## src/rtl/rom_controller_pass.sv

```systemverilog
// Boot-time loader: sweeps ROM_PASS once, captures every password word into a table and streams it out.
// Optional blank-slot detection is enabled with the ROM_PASS_BLANK_CHECK_EN macro.
module rom_controller_pass #(
    parameter int ADDR_W  = 3,
    parameter int DATA_W  = 20,
    parameter int DEPTH   = 8,
    parameter int ROM_LAT = 2
) (
    input  logic                      clk,
    input  logic                      rst,
    input  logic [DATA_W-1:0]         q,
    output logic [ADDR_W-1:0]         address,
    output logic                      done,
    output logic                      pw_valid,
    output logic [ADDR_W-1:0]         pw_index,
    output logic [DATA_W-1:0]         pw_data,
    output logic [DEPTH*DATA_W-1:0]   pw_table
`ifdef ROM_PASS_BLANK_CHECK_EN
    ,
    output logic [DEPTH-1:0]          blank_mask
`endif
);

    typedef enum logic [1:0] {
        SWEEP = 2'd0,
        DRAIN = 2'd1,
        DONE  = 2'd2
    } state_t;

    localparam logic [ADDR_W-1:0] LAST_ADDR = ADDR_W'(DEPTH - 1);

    state_t                          state_r;
    logic [ROM_LAT-1:0]              tag_v_r;
    logic [ROM_LAT-1:0][ADDR_W-1:0]  tag_idx_r;
    logic                            cap_v_s;
    logic [ADDR_W-1:0]               cap_idx_s;

    // The oldest tag lines up with the ROM data currently on q.
    assign cap_v_s   = tag_v_r[ROM_LAT-1];
    assign cap_idx_s = tag_idx_r[ROM_LAT-1];

`ifdef ROM_PASS_BLANK_CHECK_EN
    // An unprogrammed slot reads back as all zeros or all ones.
    function automatic logic is_blank(input logic [DATA_W-1:0] word);
        return (word == {DATA_W{1'b0}}) || (word == {DATA_W{1'b1}});
    endfunction
`endif

    // Sweep FSM, tag pipeline and capture registers.
    always_ff @(posedge clk or negedge rst) begin
        if (!rst) begin
            state_r   <= SWEEP;
            address   <= {ADDR_W{1'b0}};
            done      <= 1'b0;
            pw_valid  <= 1'b0;
            pw_index  <= {ADDR_W{1'b0}};
            pw_data   <= {DATA_W{1'b0}};
            pw_table  <= {(DEPTH*DATA_W){1'b0}};
            tag_v_r   <= {ROM_LAT{1'b0}};
            tag_idx_r <= {(ROM_LAT*ADDR_W){1'b0}};
`ifdef ROM_PASS_BLANK_CHECK_EN
            blank_mask <= {DEPTH{1'b0}};
`endif
        end else begin
            for (int i = ROM_LAT - 1; i > 0; i--) begin
                tag_v_r[i]   <= tag_v_r[i-1];
                tag_idx_r[i] <= tag_idx_r[i-1];
            end
            tag_v_r[0]   <= (state_r == SWEEP);
            tag_idx_r[0] <= address;

            if (cap_v_s) begin
                pw_table[cap_idx_s*DATA_W +: DATA_W] <= q;
                pw_data  <= q;
                pw_index <= cap_idx_s;
                pw_valid <= 1'b1;
`ifdef ROM_PASS_BLANK_CHECK_EN
                blank_mask[cap_idx_s] <= is_blank(q);
`endif
            end else begin
                pw_valid <= 1'b0;
            end

            case (state_r)
                SWEEP: begin
                    if (address == LAST_ADDR) begin
                        state_r <= DRAIN;
                    end else begin
                        address <= address + ADDR_W'(1);
                    end
                end
                DRAIN: begin
                    if (cap_v_s && (cap_idx_s == LAST_ADDR)) begin
                        state_r <= DONE;
                        done    <= 1'b1;
                    end else begin
                        state_r <= DRAIN;
                    end
                end
                DONE: begin
                    state_r <= DONE;
                end
                default: begin
                    state_r <= SWEEP;
                end
            endcase
        end
    end

endmodule

```

## config.mk

```make
export PLATFORM = sky130hd
export DESIGN_NAME = rom_controller_pass
export DESIGN_NICKNAME = d
export VERILOG_FILES = /design/src/rtl/rom_controller_pass.sv
export SDC_FILE = /design/constraint.sdc
export NUM_CORES = 1
export LEC_CHECK = 0
export CORE_MARGIN = 2
export CORE_UTILIZATION = 53
export DETAILED_ROUTE_END_ITERATION = 6
export PLACE_DENSITY = 0.83
export SYNTH_ARGS = -nofsm -noshare
export SYNTH_HDL_FRONTEND = slang
export SYNTH_SLANG_ARGS = --single-unit
export TNS_END_PERCENT = 1
```

## constraint.sdc

```tcl
create_clock -name clk -period 7.48 [get_ports clk]
set_clock_uncertainty 0.1 [all_clocks]
set_input_delay 1.122 -clock clk [delete_from_list [all_inputs] [get_ports clk]]
set_output_delay 1.122 -clock clk [all_outputs]
set_load 0.05 [all_outputs]
```

# After elaboration in Yosys (flattened, before gate mapping)
# Cells that the tools add are included.
# word_totals
word_cells	30
input_bits	22
output_inout_bits	188
regBits	198
# op_classes
n_shift	2
n_reduce_logical	4
bitwise	1
addsub	2
multipliers	1
eq_ne	5
muxes	5
# ops
operator	count
bitwise mux 160 bit	1
variable shift 20 x 34 -> 160 bit (first input constant)	1
indexed part select 20 x 34 -> 160 bit	1
negator 8 -> 34 bit	1
equality test 3 bit (second input constant)	2
multiplier 3 x 3 -> 6 bit (second input constant)	1
case mux 2 bit (3 select lines)	1
two-way mux 2 bit	2
AND reduction 2 bit	2
adder 3 x 1 -> 3 bit (second input constant)	1
equality test 2 x 1 -> 1 bit (second input constant)	1
equality test 2 bit (second input constant)	1
zero test 2 bit	1
!= test 2 x 1 -> 1 bit (second input constant)	1
logical AND 1 bit	1
two-way mux 1 bit	1
NOT 1 bit	1

# Longest topological paths before layout
# depth
word_depth	4
depth_mapped	13
ltp_nobuf	11

# Worst setup path after synthesis
# Ideal clock, no wire load.
# synth_timing
kind	flip-flop to flip-flop
start	register tag_idx_r, in the netlist cap_idx_s[0]
end	register pw_table[80]
arrival_time_ns	3.297
period_less_slack_ns	3.525
path_buffers	2
t_required_ns	7.252
path_slack_ns	3.955
setup_ns	0.128
path_stages_with_launch	14
path_cell_list	dfrtp_1 -> ha_1 -> ha_1 -> inv_1 -> ha_1 -> clkbuf_1 -> nor3_1 -> ha_1 -> clkbuf_1 -> inv_2 -> nor3_1 -> o211ai_1 -> a211o_1 -> mux2_1
# synth_via
elab_chain_len	4
# synth_rtl
item	line_no	source
start: declaration	34	logic [ROM_LAT-1:0][ADDR_W-1:0] tag_idx_r;
start signal: assignment	60	tag_idx_r <= {(ROM_LAT*ADDR_W){1'b0}};
start signal: indexed assignment	67	tag_idx_r[i] <= tag_idx_r[i-1];
multiplier 3 x 3 -> 6 bit (*)	73	pw_table[cap_idx_s*DATA_W +: DATA_W] <= q;
negator 8 -> 34 bit (*)	73	
indexed part select 20 x 34 -> 160 bit / variable shift 20 x 34 -> 160 bit (equally long branches)	73	
bitwise mux 160 bit (*)	73	
end signal: assignment	58	pw_table <= {(DEPTH*DATA_W){1'b0}};
end signal: indexed assignment	73	
end: declaration	17	output logic [DEPTH*DATA_W-1:0] pw_table
# Mark *: on every way between the ends. The rest lies on a longest branch, timed or not.
# A chain may end at the register's enable or synchronous reset.

# Final worst setup path
# Ends and elaborated chain as after synthesis.

==> metrics.md <==
| Metric | Value |
|---|---|
| Die ar. | `20,170 µm²` |
| Ys Warns | `0` |
| Setup_tns | `0 ns` |
| Crit-path max FO | `41` |
| Synth Area in Adders | `0.01487` |
| P per Cell Area | `around 200 nW/µm²` |
| Fmax | `between 200 and 250 MHz` |
| Routed Antenna Nets | `0` |
| FF-to-FF path depth | `10` |
| Final worst path period share | `0.6351` |
| Part of the power in combinational logic | `0.159` |
| Total wire length | `29.66 mm` |
| EDFF count, synth | `0` |
| GPL Wtd Cong | `0.9928` |
| # IOs | `210` |
| Clk slew on worst S/H paths | `0.07 ns` |
| Buf+Inv Stages, Crit Path | `2` |
| # resized after CTS | `0` |
| Switch Pwr | `730.0 µW` |
| # Max-Cap Violations | `0` |
| Crit path capture type | `register` |
| Worst hold stages | `0` |
| Setup violations, final | `0` |
| Vias per Instance | `approximately 6.3` |
| Vias | `8,245` |
| Row Count | `50` |
| Root Buffer | `clkbuf_16` |
| Number of diodes | `0` |
| Die Span X | `142.0 µm` |
| RSZ-0062 raised after global routing | `no` |
| Rel. slew slack | `0.2972` |
| Global-route wire length before repair | `around 46 mm` |
| H-tree lvl count | `4` |
| CP Launch Type | `register` |
| TritonCTS clock tree | `built` |
| Max Transition Viols Final | `0` |
| Arrival time worst endpoint | `between 4 and 5 ns` |
| GRT Total Usage | `0.2940` |
| Flop pwr share | `0.447` |
| # clock sinks | `a little under 200` |
| Final Hold Viols | `0` |
| Multi-input gate area | `4862 µm²` |
| Fraction of layout cells with a size suffix above 1 | `0.2247` |
| Synth Area in XOR/XNOR | `0.004213` |
| Mapped cell area | `between 10,000 and 15,000 µm²` |
| Yosys reg bits | `198` |
| DR iter-0 viols | `1,003` |
| Routed len/inst | `22.78 µm` |
| DRC | `9` |
| Largest area contributor in the netlist | `dfrtp_1` |
| Synth unique cells | `75` |
| Violated checks | `design-rule violations` |
| Critical Path Stages | `10` |
| Mapped Nets | `897` |
| Nets | `between 1,000 and 1,500` |
| Drt first pass iters | `7` |
| Maximum vdd ir drop | `0.1532 mV` |
| Register area share after synthesis | `0.4907` |
| DIE HEIGHT | `142.0 µm` |
| Req. time, crit path | `between 7 and 8 ns` |
| Crit path kind | `register to register` |
| Clock Power Share | `0.394` |
| Asr flop ratio synth | `1.000` |
| Total grt overflow | `0` |
| Crit path max-delay family | `simple AND/OR/NAND/NOR gates` |
| Worst-Margin Slew | `1.052 ns` |
| Vias in the first global route | `8,086` |
| Synth area leaders | `dfrtp_1, mux2_2, mux2i_1` |
| Hold Path Class | `register to register` |
| Clk_lat worst skew | `0.44 ns` |
| Initial Util | `0.5398` |
| Antenna violations before repair | `0` |
| Internal Power | `1840 µW` |
| Port Buffer Count | `around 210` |
| Worst stage delay on the critical path | `around 0.70 ns` |
| Dominant synthesized flop cell | `dfrtp_1` |
| Final min period | `~4.8 ns` |
| Simple logic cell fraction of the synthesized area | `0.1178` |
| DP HPWL | `21.21 mm` |
| Synth top area share | `0.4907` |
| TritonCTS buffer count | `17` |
| Power consumption | `2570 µW` |
| Clk buf depth | `2` |
| Setup bufs post-CTS | `0` |
| Area growth syn-to-layout | `28.61%` |
| Post-synthesis mux area share | `0.2240` |
| Largest net degree at the start of global routing | `117` |
| Leakage | `0.005227 µW` |
| Syn Inst Count | `around 860` |
| Synth Area per Inst | `11.70 µm²` |
| Outcome | `finished, violations left` |
| Core Region | `18,710 µm²` |
| Post-synthesis compound-gate area fraction | `0.1198` |
| Register area | `4955 µm²` |
| Crit-path cells | `buf_4 > ha_1 > or3_1 > nor3_1 > ha_1 > inv_2 > nor3_1 > o211ai_1 > a211o_1 > mux2_1` |
| Slowest CP cell | `nor3_1` |
| Sw Ratio | `0.2840` |
| # fillers | `1,379` |
| Hold-fix buffers, CTS | `0` |
| Fin util | `0.6942` |
| Main combinational cell family by area after synthesis | `multiplexers` |
==> final cells by class <==
class	count	share of cell area
flip-flops and latches	198	0.3815
multi-input cells	601	0.3744
repair buffers	218	0.1666
clock buffers	20	0.03517
well taps	234	0.02255
clock inverters	12	0.01426
inverters	19	0.005492
==> through the flow <==
stage	setup WS (ns)	cell area (µm²)	hold slack [ns]	std cells
6_report	2.730	12990	0.2476	1302
3_3_place_gp	2.932	12340	0.2321	1270
2_1_floorplan	3.955	10100	0.2312	863
5_1_grt	2.456	12990	0.2522	1302
3_5_place_dp	2.879	12340	0.2347	1270
4_1_cts	2.851	12990	0.2453	1302
==> state kept, by name, indices dropped and copies added, names as in the netlist, 2 cells and up <==
signal and cells:
cap_idx_s 3, state_r 2, pw_data 20, tag_idx_r 3, tag_v_r 2, pw_table 160, address 3, pw_index 3
==> worst reg2reg max path, stage by stage, from the launching register on <==
cell	delay (ns)
dfrtp_1	0.33
buf_4	0.43
ha_1	0.54
or3_1	0.58
nor3_1	0.20
ha_1	0.50
inv_2	0.21
nor3_1	0.70
o211ai_1	0.32
a211o_1	0.40
mux2_1	0.33
==> cells in the final DEF (no fill, tap or decap), drive strengths merged, types with 4 or more instances in the layout <==
cell type	instances
o32ai	9
o31a	4
nand2	51
inv	24
bufinv	4
o2bb2ai	6
mux2	176
buf	9
o211ai	6
or4	4
nand4	12
a21oi	28
dfrtp	198
and3	4
o22ai	31
a21o	4
nand2b	6
nand3	27
or3b	4
ha	12
nor3	25
clkbuf	21
or3	7
o31ai	14
nor4	6
clkdlybuf4s50	208
a2bb2o	4
o21a	8
o21ai	16
mux2i	28
nor2	55
a22o	5
and2	9
==> routing by layer <==
| metal | share of wire | wire [µm] | GRT usage |
|---|---|---|---|
| met5 | 0 | 0 | 0 |
| met4 | 0.032 | 957 | 0.09263 |
| met3 | 0.10 | 2968 | 0.07873 |
| met2 | 0.47 | 14010 | 0.4795 |
| met1 | 0.40 | 11720 | 0.3852 |
==> power by group through the flow <==
stage / Combinational [µW] / Clock, µW / Sequential, µW
2_1_floorplan: 65.3 / 0 / 1340
3_3_place_gp: 404 / 0 / 1170
3_5_place_dp: 408 / 0 / 1170
4_1_cts: 410 / 1020 / 1150
5_1_grt: 426 / 1070 / 1150
6_report: 410 / 1010 / 1150
==> path summary, 6_finish.rpt <==
path | from | endpoint | slack (ns)
setup / recovery | cap_idx_s[0] | pw_table[80] | 2.73
hold / removal | tag_idx_r[1] | cap_idx_s[1] | 0.25
setup reg to reg | cap_idx_s[0] | pw_table[80] | 2.73
hold reg to reg | tag_idx_r[1] | cap_idx_s[1] | 0.25
max in group asynchronous | rst | pw_table[72] | 5.06
min in group asynchronous | rst | pw_table[101] | 0.68
==> synthesized netlist by cell type, types with 5 or more instances <==
master / n
o32ai_1: 9
o21ai_0: 12
a21oi_2: 7
or3_1: 7
mux2_1: 22
o21a_1: 8
o22ai_1: 30
mux2i_1: 28
ha_1: 12
o2bb2ai_1: 6
o31ai_1: 13
inv_1: 18
nor3_1: 17
nor3_2: 7
nand3_1: 26
a22o_1: 5
and2_1: 9
dfrtp_1: 198
clkbuf_1: 17
buf_2: 17
mux2_2: 154
nand2b_1: 6
nand4_1: 12
buf_1: 6
a21oi_1: 21
nor2_1: 50
nand2_1: 51
==> cells by family after synthesis <==
kind of cell	after synthesis
flops	198
simple gates	222
xor+xnor	4
compound gates	159
buf+inv	64
fa+ha+maj	12
mux	204
Power figures use the tool's default switching activity.
